[src/rtl/uart_pkg.sv]
// -----------------------------------------------------------------------------
// uart_pkg
// Definitions shared by the UART receive framer and the TX core:
//   - cfg word bit positions (stop select, parity enable/even, data length)
//   - data-length base (data bits = DATA_LEN_BASE + data_len)
//   - framer state encoding
//   - receive FIFO entry layout and a 2-of-3 majority helper
// -----------------------------------------------------------------------------
package uart_pkg;

   // cfg word layout
   localparam int CFG_STOP_SEL = 4;   // 1 = two stop bits
   localparam int CFG_PAR_EN   = 3;   // 1 = parity bit present
   localparam int CFG_PAR_EVEN = 2;   // 1 = even parity, 0 = odd
   localparam int CFG_LEN_HI   = 1;   // data_len field msb
   localparam int CFG_LEN_LO   = 0;   // data_len field lsb

   // Number of data bits is DATA_LEN_BASE + data_len (5..8)
   localparam int DATA_LEN_BASE = 5;

   // Framer state encoding
   localparam logic [2:0] ST_IDLE   = 3'd0;
   localparam logic [2:0] ST_START  = 3'd1;
   localparam logic [2:0] ST_DATA   = 3'd2;
   localparam logic [2:0] ST_PARITY = 3'd3;
   localparam logic [2:0] ST_STOP   = 3'd4;

   // Receive FIFO entry: data plus per-frame error flags
   typedef struct packed {
      logic [7:0] data;
      logic       perr;
      logic       ferr;
   } rx_entry_t;

   localparam int RX_ENTRY_W = $bits(rx_entry_t);

   // 2-of-3 majority vote used for bit-centre sampling
   function automatic logic maj3(input logic a, input logic b, input logic c);
      return (a & b) | (a & c) | (b & c);
   endfunction

endpackage

[src/rtl/uart_rx_framer_if.sv]
// -----------------------------------------------------------------------------
// uart_rx_framer_if
// Receive-side consumer handshake of the UART framer.
//   rx_data  : FIFO head data, LSB = first received bit
//   rx_perr  : FIFO head parity-error flag
//   rx_ferr  : FIFO head framing-error flag
//   rx_valid : FIFO not empty
//   rx_ready : consumer pop request (effective only while rx_valid=1)
// master = framer side, slave = consumer side.
// -----------------------------------------------------------------------------
interface uart_rx_framer_if;

   logic [7:0] rx_data;
   logic       rx_perr;
   logic       rx_ferr;
   logic       rx_valid;
   logic       rx_ready;

   modport master (
      output rx_data,
      output rx_perr,
      output rx_ferr,
      output rx_valid,
      input  rx_ready
   );

   modport slave (
      input  rx_data,
      input  rx_perr,
      input  rx_ferr,
      input  rx_valid,
      output rx_ready
   );

endinterface

[src/rtl/uart_rx_fifo.sv]
// -----------------------------------------------------------------------------
// uart_rx_fifo
// Small synchronous FIFO holding completed receive frames.
//   clk, rst : clock, asynchronous active-high reset
//   push/din : write request and data; ignored when full unless a pop
//              happens in the same cycle
//   pop      : read request; ignored when empty
//   dout     : head entry (0 while empty), valid the cycle after the push edge
//   full, empty, count : occupancy status (count 0..DEPTH)
// DEPTH must be a power of two (2..16) so pointers wrap naturally.
// -----------------------------------------------------------------------------
module uart_rx_fifo #(
   parameter int WIDTH = 10,
   parameter int DEPTH = 4
) (
   input  logic             clk,
   input  logic             rst,
   input  logic             push,
   input  logic [WIDTH-1:0] din,
   input  logic             pop,
   output logic [WIDTH-1:0] dout,
   output logic             full,
   output logic             empty,
   output logic [4:0]       count
);

   localparam int PTR_W = $clog2(DEPTH);

   logic [WIDTH-1:0] mem_reg [DEPTH];
   logic [PTR_W-1:0] wr_ptr_reg;
   logic [PTR_W-1:0] rd_ptr_reg;
   logic [4:0]       count_reg;
   logic             do_push;
   logic             do_pop;

   assign full  = (count_reg == 5'(DEPTH));
   assign empty = (count_reg == 5'd0);
   assign count = count_reg;

   // A pop frees the head slot this cycle, so a push on a full FIFO
   // is still accepted when paired with a pop.
   assign do_pop  = pop & ~empty;
   assign do_push = push & (~full | do_pop);

   // Storage needs no reset: the head is masked while empty.
   always_ff @(posedge clk) begin
      if (do_push) begin
         mem_reg[wr_ptr_reg] <= din;
      end
   end

   assign dout = empty ? '0 : mem_reg[rd_ptr_reg];

   always_ff @(posedge clk or posedge rst) begin
      if (rst) begin
         wr_ptr_reg <= '0;
         rd_ptr_reg <= '0;
         count_reg  <= '0;
      end else begin
         if (do_push) begin
            wr_ptr_reg <= wr_ptr_reg + 1'b1;
         end
         if (do_pop) begin
            rd_ptr_reg <= rd_ptr_reg + 1'b1;
         end
         case ({do_push, do_pop})
            2'b10:   count_reg <= count_reg + 5'd1;
            2'b01:   count_reg <= count_reg - 5'd1;
            default: count_reg <= count_reg;
         endcase
      end
   end

endmodule

[src/rtl/uart_rx_framer.sv]
// -----------------------------------------------------------------------------
// uart_rx_framer
// UART receive framer with 16x oversampling and a receive FIFO.
//   clk, rst   : system clock, asynchronous active-high reset
//   clk16      : one-clk-wide 16x-baud tick enable
//   rx_sn      : serial line (idle high, asynchronous to clk)
//   cfg        : [4] two stop bits, [3] parity enable, [2] even parity,
//                [1:0] data_len (5+data_len data bits); latched per frame
//   rx         : consumer handshake (data, perr, ferr, valid, ready)
//   rx_overrun : sticky, a completed frame was dropped on a full FIFO
//   ovr_clr    : clears rx_overrun (a same-cycle overrun wins)
//   rx_busy    : framer not idle
//   fifo_count : FIFO occupancy 0..FIFO_DEPTH
// -----------------------------------------------------------------------------
module uart_rx_framer
   import uart_pkg::*;
#(
   parameter int FIFO_DEPTH = 4   // power of two, 2..16
) (
   input  logic                     clk,
   input  logic                     rst,
   input  logic                     clk16,
   input  logic                     rx_sn,
   input  logic [4:0]               cfg,
   uart_rx_framer_if.master         rx,
   output logic                     rx_overrun,
   input  logic                     ovr_clr,
   output logic                     rx_busy,
   output logic [4:0]               fifo_count
);

   logic       sync1_reg;
   logic       rxs_reg;
   logic [2:0] state_reg;
   logic [3:0] tcnt_reg;
   logic [2:0] bcnt_reg;
   logic       stop2_reg;
   logic       s7_reg;
   logic       s8_reg;
   logic [7:0] data_reg;
   logic       perr_reg;
   logic       ferr_reg;
   logic [4:0] cfg_frame_reg;
   logic       ovr_reg;

   logic       maj;
   logic       decide;
   logic [2:0] last_idx;
   logic       frame_done;
   logic       pop_eff;
   logic       drop;
   logic       fifo_full;
   logic       fifo_empty;
   rx_entry_t  push_entry;
   rx_entry_t  head_entry;

   // Third sample is the live synchronised value at tcnt 9
   assign maj      = maj3(s7_reg, s8_reg, rxs_reg);
   assign decide   = clk16 & (tcnt_reg == 4'd9);
   assign last_idx = 3'(DATA_LEN_BASE - 1) + {1'b0, cfg_frame_reg[CFG_LEN_HI:CFG_LEN_LO]};

   // Completion at the decision point of the final stop bit
   assign frame_done = decide & (state_reg == ST_STOP) &
                       (~cfg_frame_reg[CFG_STOP_SEL] | stop2_reg);

   // The current stop bit's verdict is folded in directly since ferr_reg
   // only updates on this same edge.
   always_comb begin
      push_entry      = '0;
      push_entry.data = data_reg;
      push_entry.perr = perr_reg;
      push_entry.ferr = ferr_reg | ~maj;
   end

   assign pop_eff = rx.rx_ready & ~fifo_empty;
   assign drop    = frame_done & fifo_full & ~pop_eff;

   uart_rx_fifo #(
      .WIDTH (RX_ENTRY_W),
      .DEPTH (FIFO_DEPTH)
   ) u_fifo (
      .clk   (clk),
      .rst   (rst),
      .push  (frame_done),
      .din   (push_entry),
      .pop   (rx.rx_ready),
      .dout  (head_entry),
      .full  (fifo_full),
      .empty (fifo_empty),
      .count (fifo_count)
   );

   assign rx.rx_data  = head_entry.data;
   assign rx.rx_perr  = head_entry.perr;
   assign rx.rx_ferr  = head_entry.ferr;
   assign rx.rx_valid = ~fifo_empty;
   assign rx_busy     = (state_reg != ST_IDLE);
   assign rx_overrun  = ovr_reg;

   always_ff @(posedge clk or posedge rst) begin
      if (rst) begin
         ovr_reg <= 1'b0;
      end else if (drop) begin
         ovr_reg <= 1'b1;
      end else if (ovr_clr) begin
         ovr_reg <= 1'b0;
      end
   end

   always_ff @(posedge clk or posedge rst) begin
      if (rst) begin
         sync1_reg     <= 1'b1;
         rxs_reg       <= 1'b1;
         state_reg     <= ST_IDLE;
         tcnt_reg      <= 4'd0;
         bcnt_reg      <= 3'd0;
         stop2_reg     <= 1'b0;
         s7_reg        <= 1'b1;
         s8_reg        <= 1'b1;
         data_reg      <= 8'd0;
         perr_reg      <= 1'b0;
         ferr_reg      <= 1'b0;
         cfg_frame_reg <= 5'd0;
      end else begin
         sync1_reg <= rx_sn;
         rxs_reg   <= sync1_reg;

         if (state_reg == ST_IDLE) begin
            // Start detection is a plain level check, so it also fires on
            // the cycle right after a frame completes.
            if (!rxs_reg) begin
               state_reg     <= ST_START;
               tcnt_reg      <= 4'd0;
               bcnt_reg      <= 3'd0;
               stop2_reg     <= 1'b0;
               data_reg      <= 8'd0;
               perr_reg      <= 1'b0;
               ferr_reg      <= 1'b0;
               cfg_frame_reg <= cfg;
            end
         end else if (clk16) begin
            // tcnt runs freely; states change at tcnt 9 and the next bit's
            // samples land after the 15->0 wrap.
            tcnt_reg <= tcnt_reg + 4'd1;
            if (tcnt_reg == 4'd7) begin
               s7_reg <= rxs_reg;
            end
            if (tcnt_reg == 4'd8) begin
               s8_reg <= rxs_reg;
            end
            if (decide) begin
               case (state_reg)
                  ST_START: begin
                     state_reg <= maj ? ST_IDLE : ST_DATA;
                  end
                  ST_DATA: begin
                     data_reg[bcnt_reg] <= maj;
                     if (bcnt_reg == last_idx) begin
                        state_reg <= cfg_frame_reg[CFG_PAR_EN] ? ST_PARITY : ST_STOP;
                     end else begin
                        bcnt_reg <= bcnt_reg + 3'd1;
                     end
                  end
                  ST_PARITY: begin
                     // Even: total XOR must be 0; odd: must be 1
                     perr_reg  <= (^data_reg) ^ maj ^ ~cfg_frame_reg[CFG_PAR_EVEN];
                     state_reg <= ST_STOP;
                  end
                  ST_STOP: begin
                     ferr_reg <= ferr_reg | ~maj;
                     if (frame_done) begin
                        state_reg <= ST_IDLE;
                     end else begin
                        stop2_reg <= 1'b1;
                     end
                  end
                  default: begin
                     state_reg <= ST_IDLE;
                  end
               endcase
            end
         end
      end
   end

endmodule

[src/flat_wrapper.sv]
// flat-port wrapper written by rule: the top's interface ports become plain ports
module uart_rx_framer_flat import uart_pkg::*;
#(
   parameter int FIFO_DEPTH = 4                         
)
  (clk, rst, clk16, rx_sn, cfg, rx_overrun, ovr_clr, rx_busy, fifo_count, rx_rx_data, rx_rx_perr, rx_rx_ferr, rx_rx_valid, rx_rx_ready);
  uart_rx_framer_if rx_i ();
  input  logic clk;
  input  logic rst;
  input  logic clk16;
  input  logic rx_sn;
  input  logic [4:0] cfg;
  output logic rx_overrun;
  input  logic ovr_clr;
  output logic rx_busy;
  output logic [4:0] fifo_count;
  output wire logic [$bits(rx_i.rx_data)-1:0] rx_rx_data;
  output wire logic [$bits(rx_i.rx_perr)-1:0] rx_rx_perr;
  output wire logic [$bits(rx_i.rx_ferr)-1:0] rx_rx_ferr;
  output wire logic [$bits(rx_i.rx_valid)-1:0] rx_rx_valid;
  input wire logic [$bits(rx_i.rx_ready)-1:0] rx_rx_ready;
  assign rx_rx_data = rx_i.rx_data;
  assign rx_rx_perr = rx_i.rx_perr;
  assign rx_rx_ferr = rx_i.rx_ferr;
  assign rx_rx_valid = rx_i.rx_valid;
  assign rx_i.rx_ready = rx_rx_ready;
  uart_rx_framer #(.FIFO_DEPTH(FIFO_DEPTH)) u_core (.clk(clk), .rst(rst), .clk16(clk16), .rx_sn(rx_sn), .cfg(cfg), .rx(rx_i), .rx_overrun(rx_overrun), .ovr_clr(ovr_clr), .rx_busy(rx_busy), .fifo_count(fifo_count));
endmodule
[config.mk]
export PLATFORM = sky130hd
export DESIGN_NAME = uart_rx_framer_flat
export DESIGN_NICKNAME = d
export VERILOG_FILES = /design/src/rtl/uart_pkg.sv /design/src/rtl/uart_rx_framer_if.sv /design/src/rtl/uart_rx_fifo.sv /design/src/rtl/uart_rx_framer.sv /design/src/flat_wrapper.sv
export SDC_FILE = /design/constraint.sdc
export NUM_CORES = 1
export LEC_CHECK = 0
export CAP_MARGIN = 10
export CORE_MARGIN = 5
export CORE_UTILIZATION = 35
export CTS_BUF_LIST = sky130_fd_sc_hd__clkbuf_4
export DETAILED_ROUTE_END_ITERATION = 16
export PLACE_DENSITY = 0.59
export SYNTH_ARGS = -nofsm -noshare
export SYNTH_HDL_FRONTEND = slang
export SYNTH_SLANG_ARGS = --single-unit
[constraint.sdc]
create_clock -name clk -period 5.8 [get_ports clk]
set_input_delay 1.16 -clock clk [delete_from_list [all_inputs] [get_ports clk]]
set_output_delay 1.16 -clock clk [all_outputs]
set_load 0.02 [all_outputs]
* Yosys cells after proc, flatten, opt, wreduce, memory -nomap -nowiden
Memory sizes are Yosys's and may differ from the RTL's. Index checks and enable logic that the tools add are counted.
Word-level totals: bits in registers 40, memory bits (writable) 40, input bits 11, output and inout port bits 18, word-level logic and storage cells 135, memories kept 1
Memory list:
- u_core.u_fifo.mem_reg | depth 4, bits a word 10, read ports 1, clocked after memory_dff 0, wr ports 1, line uart_rx_fifo.sv:29 | logic [WIDTH-1:0] mem_reg [DEPTH];
Cells by class: add/sub/neg operators 7, $lt $le $gt $ge 2, equal/unequal tests 16, muxes and demuxes 46, bitwise logic cells 25, reduce and logical (&&, ||, !) cells 22
Operator list (count):
- $mux W8 | 5
- $mux W3 | 13
- $mux W1 | 19
- $reduce_and A5 Y1 | 3
- $reduce_bool A2 Y1 | 7
- $mux W4 | 3
- $pmux W3 S4 | 1
- $reduce_and A4 Y1 | 3
- $and A1 B1 Y1 | 10
- $mux W10 | 1
- $pmux W5 S2 | 1
- $bwmux W8 | 1
- $eq A4 B4 Y1 const B | 2
- $not A1 Y1 | 8
- $reduce_xor A8 Y1 | 1
- $eq A3 B2 Y1 const B | 2
- $reduce_and A3 Y1 | 2
- $add A5 B1 Y5 const B | 1
- $eq A5 B3 Y1 const B | 1
- $logic_not A5 Y1 | 1
- $or A1 B1 Y1 | 5
- $sub A5 B1 Y5 const B | 1
- $add A2 B1 Y2 const B | 2
- $add A4 B1 Y4 const B | 1
- other kinds (21) | 24

* Depth between registers and ports, before layout
word-level depth 9, depth in mapped cells 11, depth with buffers taken out 11

* Modules after synthesis
A second synthesis with hierarchy kept.
Second synthesis, totals: cell total of the unflattened synthesis 303, area total of the unflattened synthesis 3903.7 µm²
Modules (own cells, without submodules):
- uart_rx_fifo | times used 1, cells each 134, area an instance 2179.6 µm², sequential area each 1426.4 µm²
- uart_rx_framer | times used 1, cells each 169, area an instance 1724.2 µm², sequential area each 780.7 µm²

* Worst setup path before layout
Ideal clock, no wire load.
path kind input port to flip-flop, start point input clk16, end point register u_core.u_fifo.count_reg[4], in the netlist u_core.u_fifo.count[4], arrival 2.858 ns, path slack 2.862 ns, cell stages on the path 9, path buffers 0, path through and4b_1 nand4_2 nand3_1 inv_1 fa_1 a21o_1 a21oi_1 mux2i_1 xor2_1
Between the ends: longest elaborated chain between the ends 6, elaborated cells between the ends (all ways) 8, those cells by class eq/ne: 2; mux: 1; bitwise: 4; reduce/logical: 1
Ends and longest elaborated chain:
- start: declaration | line flat_wrapper.sv:10 | input logic clk16;
- $and A1 B1 Y1 (*) | line uart_rx_framer.sv:59 | assign decide = clk16 & (tcnt_reg == 4'd9);
- $and A1 B1 Y1 (*) (2 in a row) | line uart_rx_framer.sv:63 | assign frame_done = decide & (state_reg == ST_STOP) &
- $and A1 B1 Y1 (*) | line uart_rx_fifo.sv:43 | assign do_push = push & (~full | do_pop);
- $eq A2 B1 Y1 or $eq A2 B2 Y1 (tied branches) | line uart_rx_fifo.sv:66 | case ({do_push, do_pop})
- $pmux W5 S2 or $reduce_bool A2 Y1 (tied branches)
- end signal: assignment | line uart_rx_fifo.sv:67 | 2'b10: count_reg <= count_reg + 5'd1;
- end signal: assignment | line uart_rx_fifo.sv:68 | 2'b01: count_reg <= count_reg - 5'd1;
- end signal: assignment | line uart_rx_fifo.sv:69 | default: count_reg <= count_reg;
- end: declaration | line uart_rx_fifo.sv:32 | logic [4:0] count_reg;
Every way passes the cells marked *; elsewhere a longest branch is shown, timed or not. A chain may end at the register's enable or synchronous reset.

* Worst setup path in the final report
start point register u_core.u_fifo.rd_ptr_reg[0], end point output rx_rx_data[2]
Between the ends: longest elaborated chain between the ends 2
Ends and longest elaborated chain:
- start: declaration | line uart_rx_fifo.sv:31 | logic [PTR_W-1:0] rd_ptr_reg;
- start signal: assignment | line uart_rx_fifo.sv:64 | rd_ptr_reg <= rd_ptr_reg + 1'b1;
- $mem_v2 Z4 W10
- $mux W10 | line uart_rx_fifo.sv:52 | assign dout = empty ? '0 : mem_reg[rd_ptr_reg];
- end: declaration | line flat_wrapper.sv:17 | output wire logic [$bits(rx_i.rx_data)-1:0] rx_rx_data;
No other way between the ends.

==> impl_metrics.json <==
{
  "outcome": "completed",
  "htreeDepth": 3,
  "whs_ps": 368.5,
  "grt_start_max_net_pins": 41,
  "cts_buffers": 9,
  "synth-seq-cells": 80,
  "relSlewSlack_pct": 45.72,
  "finalMaxSlewViolations": 0,
  "grt_use_total_pct": 11.34,
  "place_area_um2": 4204,
  "fin_area_um2": 4344,
  "gp_congestion": 0.7050,
  "layout_min_cycle_time_ps": 3717,
  "drt_wl_total_um": 6868,
  "worstSetupEndpointType": "primary output",
  "cts_tree": "yes",
  "maxCapViolations": 0,
  "fin_setup_tns_ps": 0,
  "start_util_pct": 35.40,
  "area_growth_pct": 14.21,
  "mostFrequentLayoutCell": "edfxtp_1",
  "largest_register_ffs": 40,
  "insertion_delay_ps": 420,
  "fin_crit_sh_pct": 64.09,
  "start_kind": "register",
  "rsz0062_at_grt": "no",
  "hold_buffers": 0,
  "rows": 38,
  "synth_top_area_share_pct": 31.58,
  "ys.flop_type": "edfxtp_1",
  "dp_hpwl_um": 4661,
  "final_antenna_net_count": 0,
  "cts_root_buffer": "clkbuf_4",
  "syn_inst": 298,
  "cts.sinks": 80,
  "critPathMaxFanout": 12,
  "dr.pass1.iters": 4,
  "viasPerCell": 5.015,
  "cts_setup_buffers": 0,
  "fin_util_pct": 40.43,
  "antenna_cells": 0,
  "fillerInstances": 1054,
  "cts.path.max_buffers": 2,
  "clkTransAtPathRegs_ps": 140,
  "layout.nets": 347,
  "synth.avg_cell_area_um2": 12.76,
  "synth-seq-area-share_pct": 58.03,
  "grt_pass1_wl_um": 11640,
  "drive_gt1_share_pct": 13.37,
  "synth_top_area_cell": "edfxtp_1",
  "dieWidth_um": 114.2,
  "antenna_found_initial": 0,
  "finalHoldViolations": 0,
  "fmax_mhz": 269.0,
  "die_h_um": 114.2,
  "critical_path_class": "register to primary output",
  "syn-num-nets": 321,
  "yosys_warnings": 0,
  "ir_worst_vdd_uv": 185.6,
  "async_flop_share_pct": 50.00,
  "drt_iter0_markers": 172,
  "cp.required_ps": 4640,
  "boundaryPins": 29,
  "syn-cell-area_um2": 3804,
  "synth_edf_count": 40,
  "route.vias.total": 2352,
  "first_global_vias": 2279,
  "cp_data_arrival_time_ps": 2560,
  "post_cts_resized": 0,
  "worst_pin_slew_ps": 814.2,
  "drc_errors": 0,
  "most-common-layout-cells": "edfxtp_1 (40), nand2_1 (38), dfrtp_1 (36), clkdlybuf4s50_1 (28), xnor2_1 (16)",
  "power_per_cell_area_nw_per_um2": 386.5,
  "grt_remaining_overflow": 0,
  "synthTopCellsByArea": "edfxtp_1 (32%), dfrtp_1 (24%), mux4_2 (5.9%), nand2_1 (3.8%), xnor2_1 (3.7%)",
  "leakage_nw": 1.727,
  "routedWlPerCell_um": 14.64,
  "die_area_um2": 13050,
  "synth_cell_type_count": 56,
  "core_um2": 10750,
  "numPortBuffers": 28,
  "fin_skew_ps": 18.56,
  "hp-class": "register to register",
  "final-setup-viol-count": 0
}
[stage by stage]
step | power [mW] | instances | worst slack, ps
CTS | 1.701 | 469 | 2000
global route | 1.798 | 469 | 1848
floorplan | 1.196 | 298 | 2862
detailed placement | 1.371 | 453 | 2155
global placement | 1.359 | 453 | 2193
finish | 1.679 | 469 | 2083
[layer usage]
metal  up-vias  track usage, %  part of all wire, %
met5         -               0                    0
met4         0           3.563                  1.3
met3         9           3.118                  3.3
met2        34           17.92                   49
met1      1179           15.23                   46
li1       1130               -                    -
[cells in the mapped netlist (all sizes together) (4+ instances only)]
cell     n
a21o     4
a21oi    4
a22o     4
and2    17
buf      7
clkbuf   7
dfrtp   36
dfstp    4
edfxtp  40
ha      11
inv     10
mux2     5
mux4    10
nand2   38
nand2b   6
nand3    9
nor2     9
nor2b    4
o21ai   16
xnor2   16
[path summary, 6_finish.rpt]
path                                                   from  depth (start not counted)                      end  slack [ps]
worst max register to register       u_core.u_fifo.count[0]                          9   u_core.u_fifo.count[4]        3100
worst min register to register             u_core.sync1_reg                          0           u_core.rxs_reg         370
worst max-delay path            u_core.u_fifo.rd_ptr_reg[0]                          3            rx_rx_data[2]        2080
worst min-delay path                       u_core.sync1_reg                          0           u_core.rxs_reg         370
max in group asynchronous                               rst                          3            u_core.s7_reg        4250
min in group asynchronous                               rst                          3  u_core.cfg_frame_reg[4]        1160
[report_power, final]
group          internal (mW)  switching [mW]  leakage (nW)  total, mW
registers              0.675           0.153         0.911      0.828
clock network          0.131           0.198        0.0719      0.329
logic                  0.299           0.223         0.745      0.522
[final cells by class]
class,count,area (µm²),share of cell area (%)
clock inverter,7,72.57,1.671
tap,140,175.2,4.032
multi-input combinational,194,1496,34.45
inverter,10,37.54,0.8641
sequential,80,2207,50.81
clock buffer,9,67.56,1.555
timing repair buffer,29,287.8,6.624
[worst max-delay path, cell delays in order (launching register included)]
cell,delay [ps]
dfrtp_1,840
mux4_2,590
and2_1,180
clkdlybuf4s50_1,530
[kinds of logic after synthesis]
group	share of synthesized area, %
buffers and inverters	2.632
adders and majority gates	4.408
AOI/OAI and AO/OA	8.191
xor gates and xnor gates	4.145
muxes	7.862
DFF	58.03
and+or+nand+nor	14.74
Power figures use the tool's default switching activity.
